$ cat src/rtl/instruction_fetch_unit_if.sv
// Fetch-unit bundle: program-memory read port, IR load, decoder length,
// execute handshake, redirect and halt signalling.
interface instruction_fetch_unit_if #(
  parameter int unsigned ADDR_W = 16
);
  logic              enable;
  logic [ADDR_W-1:0] mem_addr;
  logic              mem_rd;
  logic              mem_ready;
  logic [7:0]        mem_data;
  logic              ir_load;
  logic [7:0]        ir_data;
  logic [1:0]        len_code;
  logic [7:0]        operand_lo;
  logic [7:0]        operand_hi;
  logic              instr_valid;
  logic              instr_accept;
  logic              pc_load;
  logic [ADDR_W-1:0] pc_new;
  logic              halt_req;
  logic              halted;
  logic [ADDR_W-1:0] pc;

  modport master (
    input  enable, mem_ready, mem_data, len_code, instr_accept, pc_load, pc_new, halt_req,
    output mem_addr, mem_rd, ir_load, ir_data, operand_lo, operand_hi, instr_valid, halted, pc
  );

  modport slave (
    output enable, mem_ready, mem_data, len_code, instr_accept, pc_load, pc_new, halt_req,
    input  mem_addr, mem_rd, ir_load, ir_data, operand_lo, operand_hi, instr_valid, halted, pc
  );
endinterface

$ cat src/rtl/instruction_fetch_unit.sv
// Instruction fetch unit: owns the PC, reads opcode plus 0-2 operand bytes
// from program memory and hands the instruction to execute.
module instruction_fetch_unit #(
  parameter int unsigned       ADDR_W   = 16,
  parameter logic [ADDR_W-1:0] RESET_PC = '0
) (
  input  logic                       clk,
  input  logic                       reset,
  instruction_fetch_unit_if.master   bus
);
  localparam logic [2:0] S_IDLE = 3'd0;
  localparam logic [2:0] S_OP   = 3'd1;
  localparam logic [2:0] S_LEN  = 3'd2;
  localparam logic [2:0] S_B2   = 3'd3;
  localparam logic [2:0] S_B3   = 3'd4;
  localparam logic [2:0] S_DONE = 3'd5;
  localparam logic [2:0] S_HALT = 3'd6;

  logic [2:0]        state_q, state_d;
  logic [ADDR_W-1:0] pc_q, pc_d, pc_inc;
  logic [7:0]        lo_q, lo_d, hi_q, hi_d;
  logic [1:0]        len_q, len_d;
  logic              kill_q;
  logic              mem_rd, ir_load, instr_valid, halted;

  assign pc_inc = pc_q + ADDR_W'(1);

  always_comb begin
    state_d     = state_q;
    pc_d        = pc_q;
    lo_d        = lo_q;
    hi_d        = hi_q;
    len_d       = len_q;
    mem_rd      = 1'b0;
    ir_load     = 1'b0;
    instr_valid = 1'b0;
    halted      = 1'b0;
    case (state_q)
      S_IDLE: if (bus.enable) state_d = S_OP;
      // kill_q gives one idle cycle after a redirect so a late ready from
      // the abandoned read is never mistaken for the new opcode.
      S_OP: if (!kill_q) begin
        mem_rd = 1'b1;
        if (bus.mem_ready) begin
          ir_load = 1'b1;
          pc_d    = pc_inc;
          state_d = S_LEN;
        end
      end
      S_LEN: begin
        len_d   = bus.len_code;
        state_d = bus.len_code[1] ? S_B2 : S_DONE;
      end
      S_B2: begin
        mem_rd = 1'b1;
        if (bus.mem_ready) begin
          lo_d    = bus.mem_data;
          pc_d    = pc_inc;
          state_d = (len_q == 2'd3) ? S_B3 : S_DONE;
        end
      end
      S_B3: begin
        mem_rd = 1'b1;
        if (bus.mem_ready) begin
          hi_d    = bus.mem_data;
          pc_d    = pc_inc;
          state_d = S_DONE;
        end
      end
      S_DONE: begin
        instr_valid = 1'b1;
        if (bus.instr_accept) state_d = bus.halt_req ? S_HALT : S_OP;
      end
      S_HALT:  halted  = 1'b1;
      default: state_d = S_IDLE;
    endcase
    // Redirect overrides everything: data arriving this cycle is dropped.
    if (bus.pc_load) begin
      pc_d    = bus.pc_new;
      state_d = S_OP;
      lo_d    = lo_q;
      hi_d    = hi_q;
      ir_load = 1'b0;
    end
  end

  always_ff @(posedge clk or posedge reset) begin
    if (reset) begin
      state_q <= S_IDLE;
      pc_q    <= RESET_PC;
      lo_q    <= '0;
      hi_q    <= '0;
      len_q   <= '0;
      kill_q  <= 1'b0;
    end else begin
      state_q <= state_d;
      pc_q    <= pc_d;
      lo_q    <= lo_d;
      hi_q    <= hi_d;
      len_q   <= len_d;
      kill_q  <= bus.pc_load;
    end
  end

  assign bus.mem_rd      = mem_rd;
  assign bus.mem_addr    = pc_q;
  assign bus.ir_load     = ir_load;
  assign bus.ir_data     = bus.mem_data;
  assign bus.operand_lo  = lo_q;
  assign bus.operand_hi  = hi_q;
  assign bus.instr_valid = instr_valid;
  assign bus.halted      = halted;
  assign bus.pc          = pc_q;
endmodule
$ cat src/flat_wrapper.sv
// flat-port wrapper written by rule: the top's interface ports become plain ports
module instruction_fetch_unit_flat 
#(
  parameter int unsigned       ADDR_W   = 16,
  parameter logic [ADDR_W-1:0] RESET_PC = '0
)
  (clk, reset, bus_enable, bus_mem_ready, bus_mem_data, bus_len_code, bus_instr_accept, bus_pc_load, bus_pc_new, bus_halt_req, bus_mem_addr, bus_mem_rd, bus_ir_load, bus_ir_data, bus_operand_lo, bus_operand_hi, bus_instr_valid, bus_halted, bus_pc);
  instruction_fetch_unit_if #(.ADDR_W(ADDR_W)) bus_i ();
  input  logic clk;
  input  logic reset;
  input wire logic [$bits(bus_i.enable)-1:0] bus_enable;
  input wire logic [$bits(bus_i.mem_ready)-1:0] bus_mem_ready;
  input wire logic [$bits(bus_i.mem_data)-1:0] bus_mem_data;
  input wire logic [$bits(bus_i.len_code)-1:0] bus_len_code;
  input wire logic [$bits(bus_i.instr_accept)-1:0] bus_instr_accept;
  input wire logic [$bits(bus_i.pc_load)-1:0] bus_pc_load;
  input wire logic [$bits(bus_i.pc_new)-1:0] bus_pc_new;
  input wire logic [$bits(bus_i.halt_req)-1:0] bus_halt_req;
  output wire logic [$bits(bus_i.mem_addr)-1:0] bus_mem_addr;
  output wire logic [$bits(bus_i.mem_rd)-1:0] bus_mem_rd;
  output wire logic [$bits(bus_i.ir_load)-1:0] bus_ir_load;
  output wire logic [$bits(bus_i.ir_data)-1:0] bus_ir_data;
  output wire logic [$bits(bus_i.operand_lo)-1:0] bus_operand_lo;
  output wire logic [$bits(bus_i.operand_hi)-1:0] bus_operand_hi;
  output wire logic [$bits(bus_i.instr_valid)-1:0] bus_instr_valid;
  output wire logic [$bits(bus_i.halted)-1:0] bus_halted;
  output wire logic [$bits(bus_i.pc)-1:0] bus_pc;
  assign bus_i.enable = bus_enable;
  assign bus_i.mem_ready = bus_mem_ready;
  assign bus_i.mem_data = bus_mem_data;
  assign bus_i.len_code = bus_len_code;
  assign bus_i.instr_accept = bus_instr_accept;
  assign bus_i.pc_load = bus_pc_load;
  assign bus_i.pc_new = bus_pc_new;
  assign bus_i.halt_req = bus_halt_req;
  assign bus_mem_addr = bus_i.mem_addr;
  assign bus_mem_rd = bus_i.mem_rd;
  assign bus_ir_load = bus_i.ir_load;
  assign bus_ir_data = bus_i.ir_data;
  assign bus_operand_lo = bus_i.operand_lo;
  assign bus_operand_hi = bus_i.operand_hi;
  assign bus_instr_valid = bus_i.instr_valid;
  assign bus_halted = bus_i.halted;
  assign bus_pc = bus_i.pc;
  instruction_fetch_unit #(.ADDR_W(ADDR_W), .RESET_PC(RESET_PC)) u_core (.clk(clk), .reset(reset), .bus(bus_i));
endmodule
$ cat config.mk
export PLATFORM = sky130hd
export DESIGN_NAME = instruction_fetch_unit_flat
export DESIGN_NICKNAME = d
export VERILOG_FILES = /design/src/rtl/instruction_fetch_unit_if.sv /design/src/rtl/instruction_fetch_unit.sv /design/src/flat_wrapper.sv
export SDC_FILE = /design/constraint.sdc
export NUM_CORES = 1
export LEC_CHECK = 0
export ABC_CLOCK_PERIOD_IN_PS = 2300
export CAP_MARGIN = 20
export CORE_ASPECT_RATIO = 0.75
export CORE_MARGIN = 10
export CORE_UTILIZATION = 43
export DETAILED_ROUTE_END_ITERATION = 16
export PLACE_DENSITY = 0.9
export SYNTH_ARGS = -nofsm -noshare
export SYNTH_HDL_FRONTEND = slang
export SYNTH_SLANG_ARGS = --single-unit
$ cat constraint.sdc
create_clock -name clk -period 2.3 [get_ports clk]
set_input_delay 0.345 -clock clk [delete_from_list [all_inputs] [get_ports clk]]
set_output_delay 0.345 -clock clk [all_outputs]
set_load 0.05 [all_outputs]
==> flow_summary.json <==
{
  "least_margin_pin_slew_ns": 0.5270,
  "cp_top_family": "buffers and inverters",
  "placed_cell_area_mm2": 0.002973,
  "cts-root-to-sink-buffers": 2,
  "cts.reportedPaths.clkPinSlew_ns": 0.08,
  "initial_antenna_violation_count": 0,
  "first_pass_grt_wire_length_mm": 10.05,
  "num_vias": 1977,
  "die_h_um": 81.89,
  "track_usage": 0.1527,
  "layout_commonest_cell": "clkdlybuf4s50_1",
  "timing.final.setup_violations": 0,
  "finalInstanceArea_mm2": 0.003112,
  "post_route_drc_violation_count": 0,
  "outcome": "complete, no violations",
  "die-area_mm2": 0.008394,
  "worstSetupPathType": "register to output pin",
  "syn_std_cell_area_mm2": 0.002196,
  "grt_start_max_net_pins": 39,
  "clock_insertion_delay_worst_skew_ns": 0.30,
  "post_synthesis_share_of_cell_area_spent_on_xor_and_xnor_gates": 0,
  "iteration_0_drc_markers": 82,
  "globalplace.congestion": 0.8628,
  "grt-busiest-layer": "met2",
  "row_count": 22,
  "layout.cells.most_common_list": "clkdlybuf4s50_1 (80), dfrtp_1 (37), mux2_2 (18), nor2_1 (17), buf_4 (17)",
  "cp-end-kind": "output pin",
  "finClkSkew_ns": 0.01007,
  "post_drt_wl_per_cell_um": 17.88,
  "power_density_mw_per_mm2": 1155,
  "fin_worst_hold_slack_ns": 0.4736,
  "die_x_um": 102.5,
  "yosys.area_share.simple": 0.1977,
  "antenna_cells_inserted": 0,
  "mappedNetlistNets": 257,
  "cpMostUsedCell": "buf_4",
  "worst-path-buf-inv": 3,
  "timing.critical_path.slowest_cell_delay_ns": 0.48,
  "final_cycle_utilization_of_the_critical_path": 0.9310,
  "layout.filler_cells": 384,
  "final.min_clock_period_ns": 2.141,
  "synth_seq_area_share": 0.4330,
  "gr-usage-met1": 0.1767,
  "cts_setup_buffers": 0,
  "gr-usage-met3": 0.06208,
  "area_growth_pct": 41.71,
  "synth_cell_types": 38,
  "total_clock_sinks": 38,
  "holdCritPathClass": "input pin to asynchronous set/reset pin",
  "number_of_global_route_vias_before_repair": 1948,
  "critPathLaunchType": "register",
  "async_reset_ff_frac": 1.000,
  "placement.io_buffers": 92,
  "synth-seq-cells": 38,
  "crit_required_ns": 1.96,
  "setup_tns_ns": 0,
  "htreeDepth": 2,
  "pin_count": 93,
  "final_net_count": 325,
  "core-area_mm2": 0.004927,
  "synth_mux_area_frac": 0.09687,
  "postSynth.topFlopCell": "dfrtp_1",
  "detail_route.vias_per_cell": 5.616,
  "detailed_place_hpwl_mm": 4.828,
  "floorplan.initialDensity": 0.4457,
  "timing_hold_violations_final": 0,
  "dominant_combinational_cell_family_by_area_after_synthesis": "simple AND/OR/NAND/NOR gates",
  "postRouteAntennaNets": 0,
  "critical_path_arrival_ns": 1.80,
  "grtUsageMet2": 0.2556,
  "unrepaired_setup_endpoints_after_global_routing": "no",
  "layout-drive-gt1-share": 0.1747,
  "worstPathMaxFanout": 30,
  "maxCapViolations": 0,
  "root_buffer": "clkbuf_8",
  "worst_path_slowest_cell": "dfrtp_1",
  "synth_compound_gate_area_share": 0.1396,
  "ir_drop_worst_case_vdd_mv": 0.3307,
  "power.static_leakage_uw": 0.001246,
  "timing.slew.headroom": 0.6475,
  "cts_tree": "yes",
  "synth_enable_flop_cells": 0,
  "gate_count_post_synth": 223,
  "number_of_detailed_route_iterations_in_the_first_pass": 5,
  "fmax_mhz": 467.0,
  "cts_hold_buf": 0,
  "wirelength_mm": 6.292,
  "cts_made_buffers": 5,
  "synth.avg_cell_area_um2": 9.847,
  "yosys_warnings": 0,
  "gr-total-overflow": 0,
  "cp_cell_sequence": "nand2b_1 > a31oi_2 > buf_4 > inv_1 > buf_4",
  "post_synth_fa_ha_maj_area_fraction": 0.005698,
  "slew_violations": 0
}
state kept, by name, indices dropped and copies added (netlist names):
name,count
u_core.bus.operand_lo,8
u_core.kill_q,1
u_core.state_q,3
u_core.len_q,2
u_core.bus.operand_hi,8
u_core.bus.mem_addr,16
synth_stat cells (3+ instances only):
library cell  instances  area (µm²)
a21oi_1               3       15.01
a31oi_1              16       100.1
buf_2                 4       20.02
buf_4                25       187.7
clkbuf_1              6       22.52
dfrtp_1              38       950.9
inv_1                 7       26.28
mux2_2               18       202.7
nand2_1               7       26.28
nand2b_1              7       43.79
nand3_1              13       65.06
nand4_1               5       31.28
nor2_1               17       63.81
o21ai_0               6       30.03
o31ai_1               9       67.56
or3_1                 3       18.77
or4_1                 9       67.56
per-layer routing:
metal  up-vias  wire [µm]
li1        938          -
met1       956       2480
met3         7        701
met5         -          0
met2        76       3041
met4         0         69
logic make-up (layout without fill, tap and decap cells):
| logic type | count (synthesis) | in the layout |
|---|---|---|
| compound gates | 44 | 44 |
| fa+ha+maj | 1 | 1 |
| buf+inv | 44 | 113 |
| flops | 38 | 38 |
| mux | 19 | 19 |
| simple gates | 77 | 77 |
tightest hold or removal path, cell delays in order:
cell and delay, ns:
clkdlybuf4s50_1 0.41, inv_1 0.05, buf_4 0.41
final cells by class:
class,instances,area (µm²),share of cell area
Multi-Input combinational cell,141,972.2,0.3124
Sequential cell,38,952.2,0.3060
Timing Repair Buffer,98,948.4,0.3048
Tap cell,60,75.07,0.02413
Clock buffer,5,68.82,0.02212
Clock inverter,3,68.82,0.02212
Inverter,7,26.28,0.008444
final timing paths:
check	startpoint	endpoint	slack (ns)	cells past startpoint
min reg2reg	u_core.bus.operand_hi[1]$_DFFE_PP0P_	u_core.bus.operand_hi[1]$_DFFE_PP0P_	0.51	1
max reg2reg	u_core.bus.mem_addr[3]$_DFFE_PP0P_	u_core.bus.mem_addr[12]$_DFFE_PP0P_	0.37	4
min	reset	u_core.bus.operand_hi[7]$_DFFE_PP0P_	0.47	3
max in group asynchronous	reset	u_core.state_q[2]$_DFFE_PP0P_	1.47	3
max	u_core.state_q[1]$_DFFE_PP0P_	bus_mem_rd	0.16	5
min in group clk	u_core.bus.operand_hi[1]$_DFFE_PP0P_	u_core.bus.operand_hi[1]$_DFFE_PP0P_	0.51	1
stage by stage:
step | utilization | std cells | total power [µW] | worst slack (ns)
finish | 0.6315 | 352 | 3593 | 0.1588
global route | 0.6315 | 352 | 3782 | 0.03746
CTS | 0.6313 | 352 | 3613 | 0.1139
detailed placement | 0.6034 | 344 | 2932 | 0.03718
global placement | 0.6034 | 344 | 2873 | 0.1610
floorplan | - | 223 | 2387 | 0.2532
what timing repair did:
item / CTS / global route
endpoints found under the setup margin: 0 / 1
gates resized for setup: 0 / 1
hold endpoints to repair: 0 / 0
power by group:
group          switching (µW)  internal [µW]
Sequential                167            848
Clock                     246            434
Combinational            1230            669
Total                    1640           1950
Note: power is estimated with default switching activity, not from simulation.
